**config.mk**
```make
export PLATFORM = sky130hd
export DESIGN_NAME = penalty_input_conditioner_flat
export DESIGN_NICKNAME = d
export VERILOG_FILES = /design/src/rtl/penalty_input_conditioner_if.sv /design/src/rtl/penalty_input_conditioner.sv /design/src/flat_wrapper.sv
export SDC_FILE = /design/constraint.sdc
export NUM_CORES = 1
export LEC_CHECK = 0
export CAP_MARGIN = 15
export CORE_ASPECT_RATIO = 0.7
export CORE_MARGIN = 4
export CORE_UTILIZATION = 49
export CTS_CLUSTER_SIZE = 24
export DETAILED_ROUTE_END_ITERATION = 6
export PLACE_DENSITY = 0.72
export SLEW_MARGIN = 20
export SYNTH_ARGS = -nofsm -noshare
export SYNTH_HDL_FRONTEND = slang
export SYNTH_SLANG_ARGS = --single-unit
```
**constraint.sdc**
```tcl
create_clock -name clk -period 2 [get_ports clk]
set_input_delay 0.4 -clock clk [delete_from_list [all_inputs] [get_ports clk]]
set_output_delay 0.4 -clock clk [all_outputs]
set_load 0.01 [all_outputs]
```
**src/rtl/penalty_input_conditioner_if.sv**
```systemverilog
// Button/pulse bundle between the raw key inputs and the game FSM.
// master: drives the raw active-low keys and observes the conditioned pulses.
// slave : the conditioner itself (reads keys, drives pulses and defense).
interface penalty_input_conditioner_if;
  logic key_shoot_n;
  logic key_left_n;
  logic key_right_n;
  logic key_start_n;
  logic shoot;
  logic left;
  logic right;
  logic start;
  logic defense;

  modport master (
    output key_shoot_n, key_left_n, key_right_n, key_start_n,
    input  shoot, left, right, start, defense
  );

  modport slave (
    input  key_shoot_n, key_left_n, key_right_n, key_start_n,
    output shoot, left, right, start, defense
  );
endinterface

```
**src/rtl/penalty_input_conditioner.sv**
```systemverilog
// penalty_input_conditioner
// Front end of the penalty-shootout game: synchronizes and debounces the four
// active-low push-buttons into one-clock press pulses, keeps left/right
// mutually exclusive, and supplies a Galois-LFSR goalkeeper direction bit.
// Optional feature macro: AUTOREPEAT_EN (auto-repeat of held left/right).
// Button index order used internally: 0 shoot, 1 left, 2 right, 3 start.
module penalty_input_conditioner #(
  parameter int          SYNC_STAGES     = 2,
  parameter int          DEBOUNCE_CYCLES = 4,
  parameter logic [15:0] LFSR_SEED       = 16'hACE1,
  parameter int          REPEAT_CYCLES   = 8
) (
  input  logic                        clk,
  input  logic                        RST,
  penalty_input_conditioner_if.slave  bus
);

  localparam int          NB       = 4;
  localparam int          CW       = $clog2(DEBOUNCE_CYCLES + 1);
  localparam logic [15:0] SEED_EFF = (LFSR_SEED == 16'h0000) ? 16'h0001 : LFSR_SEED;
  localparam logic [15:0] LFSR_MASK = 16'hB400;

  // Reject nonsensical configurations at elaboration time.
  generate
    if (SYNC_STAGES < 2) begin : g_bad_sync
      $error("SYNC_STAGES must be at least 2");
    end
    if (DEBOUNCE_CYCLES < 1) begin : g_bad_debounce
      $error("DEBOUNCE_CYCLES must be at least 1");
    end
    if (REPEAT_CYCLES < 1) begin : g_bad_repeat
      $error("REPEAT_CYCLES must be at least 1");
    end
  endgenerate

  logic [NB-1:0] raw;       // active-high view of the raw keys
  logic [NB-1:0] stable;    // debounced levels (1 = pressed)
  logic [NB-1:0] stable_d;  // debounced levels one cycle late
  logic [NB-1:0] press;     // rising edge of the debounced level
  logic [1:0]    rep;       // auto-repeat events: [0] left, [1] right

  assign raw = ~{bus.key_start_n, bus.key_right_n, bus.key_left_n, bus.key_shoot_n};

  genvar gi;
  generate
    for (gi = 0; gi < NB; gi++) begin : g_btn
      logic [SYNC_STAGES-1:0] sync_reg;
      logic [CW-1:0]          cnt_reg;
      logic                   stable_reg;
      logic                   stable_d_reg;
      logic                   synced;

      assign synced = sync_reg[SYNC_STAGES-1];

      // Synchronizer chain for the asynchronous key.
      always_ff @(posedge clk) begin
        if (RST) sync_reg <= '0;
        else     sync_reg <= {sync_reg[SYNC_STAGES-2:0], raw[gi]};
      end

      // Debouncer: flip the stable level only after DEBOUNCE_CYCLES disagreeing samples in a row.
      always_ff @(posedge clk) begin
        if (RST) begin
          cnt_reg    <= '0;
          stable_reg <= 1'b0;
        end else if (synced == stable_reg) begin
          cnt_reg <= '0;
        end else if (cnt_reg == CW'(DEBOUNCE_CYCLES - 1)) begin
          cnt_reg    <= '0;
          stable_reg <= ~stable_reg;
        end else begin
          cnt_reg <= cnt_reg + CW'(1);
        end
      end

      // Delayed copy of the debounced level for press-edge detection.
      always_ff @(posedge clk) begin
        if (RST) stable_d_reg <= 1'b0;
        else     stable_d_reg <= stable_reg;
      end

      assign stable[gi]   = stable_reg;
      assign stable_d[gi] = stable_d_reg;
      assign press[gi]    = stable_reg & ~stable_d_reg;
    end
  endgenerate

`ifdef AUTOREPEAT_EN
  localparam int RW = $clog2(REPEAT_CYCLES + 1);

  generate
    for (gi = 0; gi < 2; gi++) begin : g_rep
      // gi 0 -> left (button 1, opposite 2); gi 1 -> right (button 2, opposite 1)
      localparam int SELF  = gi + 1;
      localparam int OTHER = 2 - gi;

      logic [RW-1:0] rep_cnt_reg;
      logic          held;
      logic          wrap;

      assign held = stable[SELF] & stable_d[SELF];
      assign wrap = (rep_cnt_reg == RW'(REPEAT_CYCLES - 1));
      // No repeats while the opposite direction is also held.
      assign rep[gi] = held & wrap & ~stable[OTHER];

      // Repeat period counter: restarts on each fresh press and stays cleared while released.
      always_ff @(posedge clk) begin
        if (RST || !stable[SELF] || press[SELF]) rep_cnt_reg <= '0;
        else if (wrap)                          rep_cnt_reg <= '0;
        else                                    rep_cnt_reg <= rep_cnt_reg + RW'(1);
      end
    end
  endgenerate
`else
  assign rep = 2'b00;
`endif

  logic left_evt;
  logic right_evt;
  logic shoot_reg;
  logic left_reg;
  logic right_reg;
  logic start_reg;
  logic [15:0] lfsr_reg;

  assign left_evt  = press[1] | rep[0];
  assign right_evt = press[2] | rep[1];

  // Output pulse registers; simultaneous left/right events cancel each other.
  always_ff @(posedge clk) begin
    if (RST) begin
      shoot_reg <= 1'b0;
      left_reg  <= 1'b0;
      right_reg <= 1'b0;
      start_reg <= 1'b0;
    end else begin
      shoot_reg <= press[0];
      start_reg <= press[3];
      left_reg  <= left_evt & ~right_evt;
      right_reg <= right_evt & ~left_evt;
    end
  end

  // Right-shifting Galois LFSR, free-running outside reset; a zero seed is never loaded.
  always_ff @(posedge clk) begin
    if (RST) lfsr_reg <= SEED_EFF;
    else     lfsr_reg <= {1'b0, lfsr_reg[15:1]} ^ (lfsr_reg[0] ? LFSR_MASK : 16'h0000);
  end

  assign bus.shoot   = shoot_reg;
  assign bus.left    = left_reg;
  assign bus.right   = right_reg;
  assign bus.start   = start_reg;
  assign bus.defense = lfsr_reg[0];

endmodule

```
**src/flat_wrapper.sv**
```systemverilog
// flat-port wrapper written by rule: the top's interface ports become plain ports
module penalty_input_conditioner_flat 
#(
  parameter int          SYNC_STAGES     = 2,
  parameter int          DEBOUNCE_CYCLES = 4,
  parameter logic [15:0] LFSR_SEED       = 16'hACE1,
  parameter int          REPEAT_CYCLES   = 8
)
  (clk, RST, bus_key_shoot_n, bus_key_left_n, bus_key_right_n, bus_key_start_n, bus_shoot, bus_left, bus_right, bus_start, bus_defense);
  penalty_input_conditioner_if bus_i ();
  input  logic clk;
  input  logic RST;
  input wire logic [$bits(bus_i.key_shoot_n)-1:0] bus_key_shoot_n;
  input wire logic [$bits(bus_i.key_left_n)-1:0] bus_key_left_n;
  input wire logic [$bits(bus_i.key_right_n)-1:0] bus_key_right_n;
  input wire logic [$bits(bus_i.key_start_n)-1:0] bus_key_start_n;
  output wire logic [$bits(bus_i.shoot)-1:0] bus_shoot;
  output wire logic [$bits(bus_i.left)-1:0] bus_left;
  output wire logic [$bits(bus_i.right)-1:0] bus_right;
  output wire logic [$bits(bus_i.start)-1:0] bus_start;
  output wire logic [$bits(bus_i.defense)-1:0] bus_defense;
  assign bus_i.key_shoot_n = bus_key_shoot_n;
  assign bus_i.key_left_n = bus_key_left_n;
  assign bus_i.key_right_n = bus_key_right_n;
  assign bus_i.key_start_n = bus_key_start_n;
  assign bus_shoot = bus_i.shoot;
  assign bus_left = bus_i.left;
  assign bus_right = bus_i.right;
  assign bus_start = bus_i.start;
  assign bus_defense = bus_i.defense;
  penalty_input_conditioner #(.SYNC_STAGES(SYNC_STAGES), .DEBOUNCE_CYCLES(DEBOUNCE_CYCLES), .LFSR_SEED(LFSR_SEED), .REPEAT_CYCLES(REPEAT_CYCLES)) u_core (.clk(clk), .RST(RST), .bus(bus_i));
endmodule
```
-- Yosys cells after proc, flatten, opt, wreduce, memory -nomap -nowiden
Cells that the tools add are included.
- bits in registers: 48
- output and inout bits: 5
- logic and storage cells: 64
- add/subtract/negate cells: 4
- eq/ne operators: 8
- mux-type cells: 1
- bitwise operators: 22
- reductions and logical operators: 8
- operators by type and width (operator ; number):
    16-bit 2-to-1 mux ; 1
    15-bit by 16-bit bitwise XOR with 16-bit output ; 1
    1-bit NOT ; 14
    3-bit by 1-bit adder with 3-bit output (second input constant) ; 4
    3-bit by 2-bit == test with 1-bit output (second input constant) ; 4
    3-bit OR reduction ; 4
    2-bit AND reduction ; 4
    1-bit AND ; 6
    1-bit == test ; 4
    4-bit NOT ; 1

-- Depth between registers and ports, before layout
Gate-level depths: netlist of run 1.
- depth in word-level cells: 4
- mapped depth: 4

-- Worst setup path after synthesis of run 1
OpenSTA, ideal clock, no wires.
- kind: register to register
- from: register u_core.g_btn[3].cnt_reg[0]
- to: register u_core.g_btn[3].cnt_reg[2]
- arrival time: 0.990 ns
- required time: 1.908 ns
- path slack: 0.918 ns
- cell stages (with the launch flop): 4
- cell sequence: dfxtp_1 > ha_1 > ha_1 > nor4_1
- cells in the longest elaborated chain, start to end: 2
- elaborated cells between the ends (all ways): 3
- classes of those cells: 1 x add/sub; 1 x eq/ne; 1 x reduce/logical
- RTL lines (element ; RTL line ; source):
    start, declared ; penalty_input_conditioner.sv:48 ; logic [CW-1:0] cnt_reg;
    start signal, assigned ; penalty_input_conditioner.sv:72 ; cnt_reg <= cnt_reg + CW'(1);
    branches (longest 2 deep; another with 3-bit by 1-bit adder with 3-bit output) ; - ;
Parallel ways; which one is timed is not known.
A chain may end at the register's enable or synchronous reset.

-- Final worst setup path of run 1
- from: register u_core.lfsr_reg[0]
- to: output bus_defense
- RTL lines (element ; RTL line ; source):
    start, declared ; penalty_input_conditioner.sv:124 ; logic [15:0] lfsr_reg;
    start signal, assigned ; penalty_input_conditioner.sv:147 ; else lfsr_reg <= {1'b0, lfsr_reg[15:1]} ^ (lfsr_reg[0] ? LFSR_MASK : 16'h0000);
    end, declared ; flat_wrapper.sv:21 ; output wire logic [$bits(bus_i.defense)-1:0] bus_defense;
No word-level cell between the ends.

==> results of run 1 <==
-- area by class of cell --
type | count | area [um^2] | share of cell area, %
Multi-Input combinational cell | 69 | 535.5 | 30.01
Clock buffer | 6 | 72.57 | 4.067
Sequential cell | 48 | 960.9 | 53.86
Timing Repair Buffer | 11 | 120.1 | 6.732
Clock inverter | 2 | 35.03 | 1.964
Tap cell | 36 | 45.04 | 2.525
Inverter | 4 | 15.01 | 0.8415
-- logic make-up (layout without fill, tap and decap cells) --
logic type / after synthesis / count (layout) / share of synthesized area [%]
xor+xnor: 7 / 7 / 3.942
fa+ha+maj: 8 / 8 / 6.436
buf+inv: 9 / 23 / 3.781
flops: 48 / 48 / 61.79
mux: 4 / 4 / 2.575
simple gates: 50 / 50 / 21.48
-- metal layers --
metal  global-route usage [%]  vias to the layer above  share of wire (%)  routed length (um)
li1                         -                      435                  -                   -
met1                    11.52                      371                 46                 878
met2                    18.19                       11                 47                 899
met3                    4.332                        7                3.6                  68
met4                    8.721                        0                3.1                  59
met5                        0                        -                  0                   0
-- where the power goes --
part / switching (mW) / internal, mW
clock: 0.292 / 0.371
sequential: 0.0116 / 0.987
combinational: 0.0290 / 0.0366
-- worst register-to-register path: stages (launching register included) --
cell	delay, ps
dfxtp_1	330
ha_1	190
ha_1	260
nor4_1	310
-- how the worst max path moves through the flow --
stage	slack [ps]	startpoint	depth (start not counted)	to
final	280	u_core.lfsr_reg[0]	1	bus_defense
after detailed placement	530	RST	4	u_core.bus.start
after floorplan	920	u_core.g_btn[3].cnt_reg[0]	3	u_core.g_btn[3].cnt_reg[2]
after global routing	220	u_core.lfsr_reg[0]	1	bus_defense
after CTS	260	u_core.lfsr_reg[0]	1	bus_defense
after global placement	560	RST	3	u_core.lfsr_reg[15]
-- placed cells by master (no fill, tap or decap) --
cell,n
clkinv_2,1
or2_2,1
nor4_2,1
clkdlybuf4s50_1,10
mux2i_1,4
bufinv_16,1
xnor2_1,7
nor3b_1,2
nor4b_2,4
dfxtp_1,48
ha_1,8
nor4_1,7
nand2b_1,2
nor2b_1,19
clkbuf_1,1
nor2_1,9
or2_1,5
buf_12,1
clkbuf_8,5
inv_1,4
-- stage by stage --
step,power [mW],hold WS (ps),instances,setup slack (ps)
after floorplan,1.067,367.4,126,918.5
after global placement,1.084,375.3,168,557.8
after detailed placement,1.089,385.2,168,531.4
after CTS,1.757,396.9,176,262.5
after global routing,1.805,412.3,176,223.7
final,1.726,393.2,176,278.1
==> summary by stage, run 1 <==
Placed design
At the end of routability-driven placement, the weighted congestion stood at ~0.6. Summing all placed instances gives a cell area of 1677 um^2. Port buffering added 10 buffers. Summed over all nets, the half-perimeter wirelength after detailed placement is between 1000 and 1500 um.

Critical path
The largest single stage delay on the critical path is 580 ps. The cell family with the largest share of critical-path delay is buffers and inverters. In this run the critical register-to-register path is captured at u_core.g_btn[2].cnt_reg[0]. The launch instance of the worst register-to-register path is u_core.g_btn[2].cnt_reg[0]. The top fanout value on the critical path is 5. For this design, the slowest cell found on the critical path is clkdlybuf4s50_1. The logic depth of the worst register-to-register path is 3. STA puts the critical path data required time at roughly 1600 ps. Data arrives at the worst endpoint at 1320 ps.

The critical path capture point type is an output port. The critical path goes through clkdlybuf4s50_1. The startpoint type of the worst setup path is a register. The critical path is of the register to output port type. Across all register-to-register paths, the minimum setup slack is 810 ps. Together, buffers and inverters on the worst path number 1.

GRT
The maximum number of pins on one net before global-route repair is between 40 and 50. Across every metal layer, demand over resource in global routing totals 11.09%. The global-route wire length before repair is 3180 um.

For this run the aggregate overflow at the end of global routing stands at 0. The initial antenna violation count is 0. The via count of the first global-routing pass is 781.

STA
The number of pins with negative max-slew slack in the final report is 0. The worst clock skew on the final layout is 2.449 ps. Derived from the worst setup path, the maximum achievable clock frequency is approximately 580 MHz. The number of setup violations in the final report is 0. Setup repair after global routing left no endpoint under its margin. The routed design could run at a clock period as short as 1722 ps. The actual transition at the worst max-transition pin is 327.4 ps.

The worst slew margin relative to its limit is 78.01%. The final hold violation count was 0. Dividing the final minimum period by the clock period gives a little under nine tenths. Adding up every negative setup slack in the final design gives 0 ps.

Layout
Counting the fill cells in the layout gives 249. 0 antenna diodes ended up in the layout. The register with the most flip-flops in the layout has 16 of them. Cells fill 61.04% of the core in the end. The fraction of final layout cells sized beyond drive strength 1 is 10.00%. The count of nets after finishing is 153. The final standard cell area without fillers is 1784 um^2. Relative to the synthesized area, the layout overhead comes to 14.72%.

Flow run
The count of maximum capacitance violations is 0.

Route
The average routed wire per standard cell is 10.83 um. The routed design has 1906 um of wire. The detail route stage leaves a number of antenna-violating nets equal to 0.

Dividing the detail-routed via count by the number of cells gives 4.682. The first routing iteration left 38 violations. The number of search-and-repair iterations in the first detailed-routing pass is 4.

After detailed routing, the number of remaining DRC violations is 0. The routed layout has between 800 and 900 vias.

CTS
Clock-pin slew was measured on the worst setup and hold paths at 80 ps. Counting along the longest clock path gives a buffer depth of 2. The H-tree level count is 2. The worst-skew pair later-pin latency is just under 300 ps. The cell chosen for the clock root is clkbuf_8. The clock drives 48 sinks. Clock tree synthesis inserted a total of 5 buffers. TritonCTS built the clock tree. The number of setup buffers added after CTS is 0. In this run, post-CTS repair resized a total of 0 instances. For this design, the CTS-stage hold fixing added 0 buffers.

Yosys
The top cell type by total area after synthesis is dfxtp_1. Counting flops with a built-in enable in the synthesized netlist gives 0. Counting instances in the post-synthesis netlist gives the leading cell types as 48 x dfxtp_1, 19 x nor2b_1, 9 x nor2_1.

Yosys instantiated no cell more often than dfxtp_1. The synthesized area per cell is 12.34 um^2. After synthesis the netlist holds a flip-flop and latch count of 48. The share of synthesized area in the top cell type comes to between 60 and 70%. The predominant post-synthesis flop cell is dfxtp_1. When the netlist entered floorplanning its net count stood at 140.

The count of distinct cell types in the synthesized netlist is 16. After synthesis, the share of flip-flops with an asynchronous set or reset is 0%. The synthesized instance count is 126.

Ranked by total cell area, the synthesized netlist is headed by dfxtp_1 62%, nor2b_1 7.6%, ha_1 6.4%. The Yosys warning count is 0. Summing every instance area after synthesis gives around 1600 um^2. The sequential share of the synthesized area is 61.79%.

Min path
The count of cells along the worst hold path is 1. The worst hold path endpoint is u_core.bus.shoot. The tightest min-delay check is of the register to register type. The critical hold path startpoint is u_core.g_btn[0].stable_d_reg.

Floorplan
In this run the count of I/O pins placed on the die edge is 11. The initial core utilization is between 50% and 60%. The height of the die is 55.14 um. The horizontal die dimension is 75.34 um. The floorplan die area is 4154 um^2. Row generation in the floorplan step produced 16 rows. The core region area is 2923 um^2.

Power and ir drop
The leakage dissipation is 0.6770 nW. The largest voltage drop on the vdd net is roughly 740 uV. The power per cell area is 967.4 nW/um^2.

Status
The run finished with clean final reports.
(Power assumes the default switching activity.)
==> run 2: changes to the inputs <==
- CAP_MARGIN: 15 -> not set
==> results of run 2 <==
Same layout as run 1: the final DEF is identical, and so are final timing and power.
==> run 3: changes to the inputs <==
- CELL_PAD_IN_SITES_DETAIL_PLACEMENT: not set -> 0
- CELL_PAD_IN_SITES_GLOBAL_PLACEMENT: not set -> 1
- PLACE_DENSITY: 0.72 -> 0.85
==> run 3 against run 2 <==
Net effect: via count fell by 2.3%; cell area fell by 0.98%; maximum frequency fell by 0.94%; critical endpoint unchanged; largest cell class unchanged; non-clock buffer count did not move; worst hold slack got worse by 11 ps; sequential cell count did not move; largest power group unchanged; first-iteration DRC count did not move; worst setup slack got worse by 16 ps; sequential share of layout area rose by 0.53 points; register-to-register slack improved by 30 ps.
==> summary by stage, run 3 (synthesized netlist as in run 1, its figures left out) <==
Critical path
The critical setup path kind is register to output port. The worst endpoint required time is 1600 ps (about the same). The buffering stage count on the worst path with inverters included is 1 (unchanged). The largest incremental delay on the critical path was 590 ps (about the same). Traced cell by cell, the critical path runs through clkdlybuf4s50_1. STA classifies the critical path startpoint as a register.

Among all stages on the critical path, the largest delay is contributed by clkdlybuf4s50_1. The worst endpoint data arrival time came to 1340 ps (+20 ps). The top fanout value on the critical path came to 5 (unchanged). The logic depth of the worst register-to-register path is 3 (unchanged).

The number of cells on the critical path was 1 (unchanged). Broken down by cell family, the worst path's largest delay share belongs to buffers and inverters. The critical path capture point type is an output port.

Placed design
The pre-CTS worst setup slack is 541.4 ps (+9.962 ps). The final weighted congestion in routability-driven placement came to 0.6378 (+5.9%). The total half-perimeter wirelength after legalization and detailed placement is 1244 um (-5.7%). The placement-stage cell area was 1677 um^2 (unchanged). The number of I/O port buffers is 10 (unchanged).

Route
The total number of vias came to 805 (-2.3%). The post-detailed-route via-to-cell ratio is 4.574 (-2.3%). The count of nets left with antenna violations after detail routing is 0 (unchanged).

The number of search-and-repair iterations in the first detailed-routing pass is 4 (unchanged). The number of violations reported at the end of detailed-routing iteration 0 is 38 (unchanged). The DRC violation count after routing is 0 (unchanged). The average routed wire per standard cell is 10.48 um (-3.3%).

The total wire length is 1844 um (-3.3%).

CTS
The number of buffers inserted by hold repair at cts is 0 (unchanged). The register clock-pin slew on the reported worst setup and hold paths came to 80 ps (about the same). The buffer depth of the longest clock path came to 2 (unchanged). The number of clock sinks seen by CTS is 48 (unchanged).

The H-tree level count is 2 (unchanged). The root buffer cell chosen for the clock tree is clkbuf_8. The post-cts sizing count is 0 (unchanged). The worst-skew pair later-pin latency is 280 ps (about the same).

TritonCTS built the clock tree. The number of buffers inserted by post-CTS setup repair is 0 (unchanged). The total CTS buffers is 5 (unchanged).

Floorplan
The floorplan die area is 4154 um^2 (unchanged). The number of placement rows was 16 (unchanged). The horizontal die dimension came to 75.34 um (unchanged). The core region area is 2923 um^2 (unchanged). The initial core utilization came to 53.21% (unchanged). The count of pins on the block boundary is 11 (unchanged).

The height of the die came to 55.14 um (unchanged).

GRT
The initial antenna violation count was 0 (unchanged). The overall track demand over capacity in global routing is 11.09% (about the same). The global-route wire length before repair is 3270 um (+2.8%). The via count of the first global-routing pass is 763 (-2.3%). The maximum number of pins on one net before global-route repair is 47 (unchanged). The overflow left after global routing was 0 (unchanged).

STA
The share of the clock period used by the worst path after layout is 86.91% (+0.81 points). Setup repair after global routing left no endpoint under its margin. The final-layout setup total negative slack is 0 ps (unchanged).

The minimum clock period after layout came to 1738 ps (+16.29 ps). The worst setup margin was 261.8 ps (-16.29 ps). The highest achievable clock rate is 575.3 MHz (-0.94%). The worst clock skew on the final layout came to 1.964 ps (-0.4850 ps).

The worst-case hold slack came to 382.1 ps (-11.06 ps). The worst slew margin relative to its limit came to 77.50% (-0.52 points). The number of setup violations in the final report is 0 (unchanged).

The number of pins with negative max-slew slack in the final report came to 0 (unchanged). The actual transition at the worst max-transition pin is 335.1 ps (+7.690 ps). The final hold violation count is 0 (unchanged).

Layout
The number of diodes added for antenna fixing is 0 (unchanged). The flip-flop count of the largest register after layout is 16 (unchanged). The top cell types in the final layout, fill and taps aside, are 48 x dfxtp_1, 19 x nor2b_1, 10 x clkdlybuf4s50_1.

The area added between synthesis and finish is 13.60%. The most frequent standard cell in the layout excluding fill and tap cells is dfxtp_1. The count of nets after finishing is 153 (unchanged).

The final standard cell area without fillers is 1767 um^2 (-0.98%). The fraction of final layout cells sized beyond drive strength 1 is 9.286% (-0.71 points). The final standard cell utilization of the core came to 60.45% (-0.60 points).

Min path
The count of cells along the worst hold path is 1 (unchanged). The type of the most critical hold path is register to register.

Power and ir drop
The power per cell area is 921.1 nW/um^2 (-4.8%). The largest voltage drop on the vdd net is 510.9 uV (-31%). The leakage dissipation came to 0.6673 nW (-1.4%).

Status
The run finished with clean final reports.

Flow run
The count of maximum capacitance violations is 0 (unchanged).
[run 3: cell types whose count changed in the layout (fill, tap and decap cells not counted)]
cell	before	now
clkbuf_8	5	6
bufinv_16	1	0
clkinv_2	1	0
clkbuf_1	1	2
[run 3: worst paths after layout]
| path | end | from | slack (ps) |
|---|---|---|---|
| worst max-delay path | bus_defense | u_core.lfsr_reg[0] | 260 |
| worst min-delay path | u_core.bus.start | u_core.g_btn[3].stable_d_reg | 380 |
| worst max register to register | u_core.g_btn[0].cnt_reg[0] | u_core.g_btn[0].cnt_reg[0] | 840 |
| worst min register to register | u_core.bus.start | u_core.g_btn[3].stable_d_reg | 380 |
[run 3: final cells by class]
class / instances / area, um^2
sequential: 48 / 960.9
multi-input combinational: 69 / 535.5
inverter: 4 / 15.01
clock buffer: 8 / 90.09
fill: 249 / 1156
timing repair buffer: 11 / 120.1
tap: 36 / 45.04
[run 3: layer usage]
layer  wire length, um  global-route usage (%)  up-vias
met3                60                   6.498        3
met1               967                   13.32      357
met5                 0                       0        -
li1                  -                       -      437
met4                22                   4.360        0
met2               793                   16.33        8
[run 3: metrics by stage]
| stage | cells | power (mW) |
|---|---|---|
| 2_1_floorplan | 126 | 1.067 |
| 3_3_place_gp | 168 | 1.085 |
| 3_5_place_dp | 168 | 1.088 |
| 4_1_cts | 176 | 1.652 |
| 5_1_grt | 176 | 1.703 |
| 6_report | 176 | 1.627 |
[run 3: report_power, final]
part / internal (mW) / switching [mW] / total [mW]
combinational: 0.0367 / 0.0284 / 0.0651
sequential: 0.987 / 0.0129 / 1.00
clock: 0.282 / 0.281 / 0.563
total: 1.31 / 0.322 / 1.63
